===== src/rtl/ft601_bus_responder.sv =====
// Device-side stand-in for the FT601 245-synchronous FIFO bus. Words pushed by the
// host side are offered to the bus master, and words the master writes are captured for the host.
module ft601_bus_responder #(
    parameter int TX_DEPTH = 16,
    parameter int RX_DEPTH = 16,
    parameter int CNT_W    = 16
) (
    input  logic             Clock,
    input  logic             Reset,
    input  logic             FTDI_nOE,
    input  logic             FTDI_nRD,
    input  logic             FTDI_nWR,
    output logic             FTDI_nRXF,
    output logic             FTDI_nTXE,
    input  logic [31:0]      Bus_Data_In,
    input  logic [3:0]       Bus_BE_In,
    output logic [31:0]      Bus_Data_Out,
    output logic [3:0]       Bus_BE_Out,
    output logic             Bus_OE,
    input  logic [35:0]      Host_TX_Data,
    input  logic             Host_TX_WE,
    output logic             Host_TX_Full,
    output logic [35:0]      Host_RX_Data,
    input  logic             Host_RX_RE,
    output logic             Host_RX_Empty,
    output logic [CNT_W-1:0] Underrun_Cnt,
    output logic [CNT_W-1:0] Overrun_Cnt,
    output logic             Protocol_Err,
    output logic [1:0]       dbg_state
);

    localparam int TAW = $clog2(TX_DEPTH);
    localparam int RAW = $clog2(RX_DEPTH);
    localparam logic [TAW:0] TX_CAP = (TAW+1)'(TX_DEPTH);
    localparam logic [RAW:0] RX_CAP = (RAW+1)'(RX_DEPTH);

    typedef enum logic [1:0] {
        ST_IDLE   = 2'd0,
        ST_OE_ARM = 2'd1,
        ST_READ   = 2'd2,
        ST_WRITE  = 2'd3
    } state_t;

    state_t state_q, state_d;

    logic [35:0]  tx_mem [TX_DEPTH];
    logic [TAW-1:0] tx_wr_ptr, tx_rd_ptr;
    logic [TAW:0] tx_count, tx_count_next;
    logic [35:0]  rx_mem [RX_DEPTH];
    logic [RAW-1:0] rx_wr_ptr, rx_rd_ptr;
    logic [RAW:0] rx_count, rx_count_next;

    logic tx_empty, rx_empty;
    logic illegal, rd_ok, wr_ok;
    logic tx_push, tx_pop, rx_push, rx_pop;
    logic underrun, overrun;

    // Handshakes: a bus word moves on a rising edge where the strobe is low and the
    // matching registered flag (nRXF for reads, nTXE for writes) is low; a host word
    // moves on an edge where WE/RE is high and the buffer is not full/empty.
    assign tx_empty      = (tx_count == '0);
    assign rx_empty      = (rx_count == '0);
    assign Host_TX_Full  = (tx_count == TX_CAP);
    assign Host_RX_Empty = rx_empty;
    assign dbg_state     = state_q;

    // Any illegal strobe combination blocks both directions for that edge.
    assign illegal = (~FTDI_nRD & FTDI_nOE) | (~FTDI_nWR & ~FTDI_nOE) |
                     (~FTDI_nRD & (state_q == ST_IDLE));
    assign rd_ok   = ~FTDI_nOE & ~FTDI_nRD & ~illegal;
    assign wr_ok   = ~FTDI_nWR & ~illegal;

    assign tx_pop   = rd_ok & ~tx_empty;
    assign underrun = rd_ok & tx_empty;
    assign tx_push  = Host_TX_WE & ~Host_TX_Full;
    assign rx_push  = wr_ok & ~FTDI_nTXE;
    assign overrun  = wr_ok & FTDI_nTXE;
    assign rx_pop   = Host_RX_RE & ~rx_empty;

    always_comb begin
        tx_count_next = tx_count;
        case ({tx_push, tx_pop})
            2'b10:   tx_count_next = tx_count + (TAW+1)'(1);
            2'b01:   tx_count_next = tx_count - (TAW+1)'(1);
            default: tx_count_next = tx_count;
        endcase
        rx_count_next = rx_count;
        case ({rx_push, rx_pop})
            2'b10:   rx_count_next = rx_count + (RAW+1)'(1);
            2'b01:   rx_count_next = rx_count - (RAW+1)'(1);
            default: rx_count_next = rx_count;
        endcase
    end

    always_comb begin
        Bus_OE       = ~FTDI_nOE & ~Reset;
        Bus_Data_Out = '0;
        Bus_BE_Out   = '0;
        Host_RX_Data = '0;
        if (!tx_empty) begin
            Bus_Data_Out = tx_mem[tx_rd_ptr][31:0];
            Bus_BE_Out   = tx_mem[tx_rd_ptr][35:32];
        end
        if (!rx_empty) begin
            Host_RX_Data = rx_mem[rx_rd_ptr];
        end
    end

    always_comb begin
        state_d = state_q;
        if (FTDI_nOE && FTDI_nRD && FTDI_nWR) begin
            state_d = ST_IDLE;
        end else begin
            case (state_q)
                ST_IDLE: begin
                    if (!FTDI_nOE && FTDI_nRD)      state_d = ST_OE_ARM;
                    else if (!FTDI_nWR && FTDI_nOE) state_d = ST_WRITE;
                end
                ST_OE_ARM: begin
                    if (FTDI_nOE)       state_d = ST_IDLE;
                    else if (!FTDI_nRD) state_d = ST_READ;
                end
                ST_READ: begin
                    if (FTDI_nOE) state_d = ST_IDLE;
                end
                ST_WRITE: state_d = ST_WRITE;
                default:  state_d = ST_IDLE;
            endcase
        end
    end

    // Storage arrays carry no reset; validity is tracked by the pointers and counts.
    always_ff @(posedge Clock) begin
        if (tx_push) tx_mem[tx_wr_ptr] <= Host_TX_Data;
        if (rx_push) rx_mem[rx_wr_ptr] <= {Bus_BE_In, Bus_Data_In};
    end

    always_ff @(posedge Clock) begin
        if (Reset) begin
            state_q      <= ST_IDLE;
            tx_wr_ptr    <= '0;
            tx_rd_ptr    <= '0;
            tx_count     <= '0;
            rx_wr_ptr    <= '0;
            rx_rd_ptr    <= '0;
            rx_count     <= '0;
            FTDI_nRXF    <= 1'b1;
            FTDI_nTXE    <= 1'b1;
            Underrun_Cnt <= '0;
            Overrun_Cnt  <= '0;
            Protocol_Err <= 1'b0;
        end else begin
            state_q   <= state_d;
            tx_count  <= tx_count_next;
            rx_count  <= rx_count_next;
            FTDI_nRXF <= (tx_count_next == '0);
            FTDI_nTXE <= (rx_count_next == RX_CAP);
            if (tx_push) tx_wr_ptr <= tx_wr_ptr + TAW'(1);
            if (tx_pop)  tx_rd_ptr <= tx_rd_ptr + TAW'(1);
            if (rx_push) rx_wr_ptr <= rx_wr_ptr + RAW'(1);
            if (rx_pop)  rx_rd_ptr <= rx_rd_ptr + RAW'(1);
            if (underrun && (Underrun_Cnt != '1)) Underrun_Cnt <= Underrun_Cnt + CNT_W'(1);
            if (overrun && (Overrun_Cnt != '1))   Overrun_Cnt  <= Overrun_Cnt + CNT_W'(1);
            if (illegal) Protocol_Err <= 1'b1;
        end
    end

endmodule


===== config.mk =====
export PLATFORM = sky130hd
export DESIGN_NAME = ft601_bus_responder
export DESIGN_NICKNAME = d
export VERILOG_FILES = /design/src/rtl/ft601_bus_responder.sv
export SDC_FILE = /design/constraint.sdc
export NUM_CORES = 1
export LEC_CHECK = 0
export ABC_AREA = 1
export CAP_MARGIN = 20
export CORE_AREA = 2 2 375 377
export CTS_CLUSTER_SIZE = 10
export DETAILED_ROUTE_END_ITERATION = 8
export DIE_AREA = 0 0 377 379
export PLACE_DENSITY_LB_ADDON = 0.25
export SLEW_MARGIN = 5
export SYNTH_ARGS = -nofsm -noshare
export SYNTH_HDL_FRONTEND = slang
export SYNTH_SLANG_ARGS = --single-unit

===== constraint.sdc =====
create_clock -name Clock -period 3.1 [get_ports Clock]
set_input_delay 0.31 -clock Clock [delete_from_list [all_inputs] [get_ports Clock]]
set_output_delay 0.31 -clock Clock [all_outputs]
set_load 0.05 [all_outputs]

==> impl_metrics.prom, run 1 <==
# TYPE chip_impl_metric gauge
chip_impl_info{name="status",value="finished clean"} 1
chip_impl_metric{name="maxCapViolations",unit=""} 0
chip_impl_metric{name="cts-hold-fix-buffers",unit=""} 0
chip_impl_metric{name="final_max_slew_viol_count",unit=""} 0
chip_impl_info{name="tritoncts",value="yes"} 1
chip_impl_metric{name="drc",unit=""} 0
chip_impl_metric{name="wirelength",unit="um"} 137000
chip_impl_metric{name="cp_data_required_time",unit="ns"} 2.79
chip_impl_metric{name="clk_path_buf_depth",unit=""} 3
chip_impl_info{name="post-synth-top-count-cell",value="edfxtp_1"} 1
chip_impl_metric{name="synth_top_area_share",unit="%"} 71.5
chip_impl_info{name="top_post_synthesis_cells_by_area",value="edfxtp_1, o21ai_0, nor2_1"} 1
chip_impl_metric{name="grt.met3_usage",unit="%"} 3.31
chip_impl_metric{name="grt_antenna_before_repair",unit=""} 12
chip_impl_metric{name="drive_gt1_share",unit="%"} 13.8
chip_impl_metric{name="detail_route.wl_per_cell",unit="um"} 23.5
chip_impl_metric{name="slew_headroom",unit="%"} 51.9
chip_impl_metric{name="synth-async-reset-ratio",unit="%"} 0
chip_impl_metric{name="drtPass1Iterations",unit=""} 6
chip_impl_metric{name="grt_max_degree",unit=""} 73
chip_impl_info{name="endpoint_kind",value="output port"} 1
chip_impl_metric{name="die-width",unit="um"} 377
chip_impl_metric{name="ys_warn_count",unit=""} 0
chip_impl_metric{name="clock_sink_count",unit=""} 1223
chip_impl_metric{name="postSynthCellCount",unit=""} 3679
chip_impl_info{name="post-synth-top-area-cell",value="edfxtp_1"} 1
chip_impl_metric{name="core",unit="mm^2"} 0.139
chip_impl_metric{name="grt_pass1_wl",unit="um"} 197000
chip_impl_metric{name="final_core_util",unit="%"} 42.8
chip_impl_metric{name="fillers",unit=""} 12500
chip_impl_metric{name="period_needed",unit="ns"} 3.07
chip_impl_metric{name="num_rows",unit=""} 137
chip_impl_metric{name="power_density",unit="mW/mm^2"} 786
chip_impl_metric{name="path_clk_slew",unit="ns"} 0.06
chip_impl_metric{name="syn_nets",unit=""} 3781
chip_impl_metric{name="number_of_enable_type_register_cells_in_the_synthesized_netlist",unit=""} 1152
chip_impl_metric{name="synth_seq_cells",unit=""} 1223
chip_impl_metric{name="vias_per_cell",unit=""} 5.41
chip_impl_metric{name="syn_avg_cell_area",unit="um^2"} 13.2
chip_impl_info{name="ys.flop_type",value="edfxtp_1"} 1
chip_impl_info{name="grt-busiest-layer",value="met2"} 1
chip_impl_metric{name="worstSkewPairLatency",unit="ns"} 0.78
chip_impl_info{name="ys_top_cells_by_count",value="edfxtp_1, nor2_1, o21ai_0"} 1
chip_impl_metric{name="grt.met1_usage",unit="%"} 24.6
chip_impl_metric{name="port_buffers",unit=""} 190
chip_impl_metric{name="achievable-frequency",unit="MHz"} 326
chip_impl_metric{name="worst_case_vdd_ir_drop",unit="mV"} 0.876
chip_impl_metric{name="grtUsageTotal",unit="%"} 18.4
chip_impl_metric{name="final_antenna_net_count",unit=""} 0
chip_impl_metric{name="synthDistinctLibCells",unit=""} 56
chip_impl_metric{name="final_cell_area",unit="mm^2"} 0.0595
chip_impl_metric{name="via_count_of_the_first_global_routing_pass",unit=""} 30500
chip_impl_metric{name="die_height",unit="um"} 379
chip_impl_metric{name="die_area",unit="mm^2"} 0.143
chip_impl_metric{name="post_synth_instance_area",unit="mm^2"} 0.0484
chip_impl_metric{name="leakage_power_total",unit="nW"} 19.3
chip_impl_metric{name="grt_use_met2",unit="%"} 30.3
chip_impl_metric{name="place_congestion",unit=""} 0.760
chip_impl_info{name="setup_repair_after_global_routing_missed_its_margin",value="true"} 1
chip_impl_metric{name="design.portCount",unit=""} 191
chip_impl_metric{name="start_util",unit="%"} 34.9
chip_impl_metric{name="fin_worst_hold_slack",unit="ns"} 0.323
chip_impl_metric{name="numCtsBuffers",unit=""} 144
chip_impl_metric{name="globalRouteOverflowTotal",unit=""} 0
chip_impl_metric{name="placedInstanceArea",unit="mm^2"} 0.0541
chip_impl_metric{name="timing.final.crit_share",unit="%"} 99.0
chip_impl_metric{name="yosysSeqAreaShare",unit="%"} 74.4
chip_impl_metric{name="dp_hpwl",unit="um"} 66000
chip_impl_metric{name="drt-initial-drc-count",unit=""} 2743
chip_impl_metric{name="crit_fanout",unit=""} 32
chip_impl_info{name="clk_root_buffer_cell",value="clkbuf_16"} 1
chip_impl_metric{name="syn_to_final_growth",unit="%"} 22.9
chip_impl_info{name="timing_worst_setup_path_type",value="flop to output port"} 1
chip_impl_info{name="setup.worst_path.start_class",value="flop"} 1
chip_impl_metric{name="routed-via-count",unit=""} 31500
chip_impl_metric{name="clock_tree.htree_level_count",unit=""} 4
chip_impl_info{name="timing.hold.worst.class",value="primary input to flop"} 1
chip_impl_metric{name="worst_tran_pin_value",unit="ns"} 0.719
chip_impl_metric{name="final_nets",unit=""} 4051
chip_impl_metric{name="report.final.setup_viol",unit=""} 0
chip_impl_metric{name="timing.clock.skew",unit="ns"} 0.0543
chip_impl_metric{name="hold_violations",unit=""} 0
chip_impl_metric{name="worst_ep_arrival_time",unit="ns"} 2.76
kinds of logic after synthesis:
family	after synthesis	share of synthesized area, %
fa+ha+maj	23	0.595
xor+xnor	8	0.145
buf+inv	337	3.08
compound gates	1064	12.9
simple gates	1023	8.84
flops	1223	74.4
mux	1	0.0207
what timing repair did:
action	in CTS	in global routing
setup endpoints to repair	69	67
cloned	9	14
gates resized for setup	55	53
setup buffers	11	19
pin swaps	2	9
endpoints found under the hold margin	0	0
layer usage:
layer | vias to the layer above | wire length (um)
li1 | 14400 | -
met1 | 15800 | 59100
met2 | 1035 | 65900
met3 | 251 | 8370
met4 | 12 | 3230
met5 | - | 77
through the flow:
| step | setup WS, ns | instances | total power [mW] | setup TNS, ns |
|---|---|---|---|---|
| 2_1_floorplan | 0.00300 | 3679 | 25.3 | 0 |
| 6_report | 0.0313 | 5811 | 46.7 | 0 |
| 4_1_cts | -0.00700 | 5775 | 46.2 | -0.0152 |
| 5_1_grt | -0.0139 | 5811 | 48.5 | -0.0263 |
| 3_5_place_dp | 0.337 | 5557 | 30.7 | 0 |
| 3_3_place_gp | 0.334 | 5557 | 30.7 | 0 |
path summary, 6_finish.rpt:
path | from | cells after the start | slack (ns) | end
worst min-delay path | FTDI_nRD | 4 | 0.32 | Protocol_Err$_SDFFE_PP0P_
worst min register to register | rx_rd_ptr[3]$_SDFFE_PP0P_ | 2 | 0.48 | flop
worst max-delay path | flop | 8 | 0.03 | Host_RX_Data[0]
worst max register to register | dbg_state[0]$_SDFFE_PP0P_ | 17 | 0.46 | FTDI_nRXF$_SDFF_PP1_
area by class of cell:
| class | instances | area [um^2] | area share, % |
|---|---|---|---|
| clock buffer | 175 | 3730 | 6.27 |
| tap | 1807 | 2260 | 3.80 |
| timing repair buffer | 364 | 5240 | 8.82 |
| inverter | 92 | 432 | 0.726 |
| clock inverter | 23 | 370 | 0.623 |
| sequential | 1223 | 36000 | 60.6 |
| timing repair inverter | 5 | 53.8 | 0.0905 |
| multi-input combinational | 2119 | 11300 | 19.1 |
| antenna | 3 | 7.51 | 0.0126 |
cell usage in the layout (no fill, tap or decap), types with 4 or more instances in the layout:
cell type,n
nor2_2,7
buf_8,5
ha_1,23
o22ai_1,84
o21a_1,4
a21oi_4,4
o221ai_1,204
nand3_1,133
buf_16,18
buf_12,123
nand2_2,8
dfxtp_4,6
clkinv_1,5
edfxtp_1,1152
inv_2,14
clkbuf_1,30
clkdlybuf4s50_1,117
nand4_1,9
dfxtp_1,65
nand3_2,4
a21oi_1,64
o21ai_0,600
inv_1,72
o21ai_1,50
nand2_1,81
nor3b_1,4
buf_6,11
nor2_1,720
xor2_1,6
inv_16,5
buf_4,75
nor2_4,35
clkbuf_16,155
clkinv_16,9
a21oi_2,39
inv_8,5
power by group:
| group | internal [mW] | total [mW] | switching (mW) | leakage [nW] |
|---|---|---|---|---|
| Sequential | 18.3 | 18.4 | 0.127 | 11.0 |
| Combinational | 5.06 | 13.2 | 8.10 | 6.33 |
| Clock | 8.53 | 15.2 | 6.62 | 1.98 |
registers in the layout, indices dropped and copies added (netlist names), 5 cells and up, named ones only:
register / count
rx_mem: 576
tx_mem: 576
Overrun_Cnt: 16
Underrun_Cnt: 16
rx_count: 5
tx_count: 5
critical path: stages (launching register included):
cell and delay, ns:
dfxtp_4 0.40, buf_12 0.20, buf_12 0.13, clkbuf_16 0.21, nor2_1 0.07, o22ai_1 0.29, o21ai_0 0.23, a21oi_2 0.25
buf_12 0.16
No activity file was read; power rests on OpenSTA's default activity.
==> inputs of run 2 (changes only) <==
- CAP_MARGIN: 20 -> unset
- GPL_ROUTABILITY_DRIVEN: unset -> 0
==> results of run 2 <==
Same layout as run 1: the final DEF is identical, and so are final timing and power.
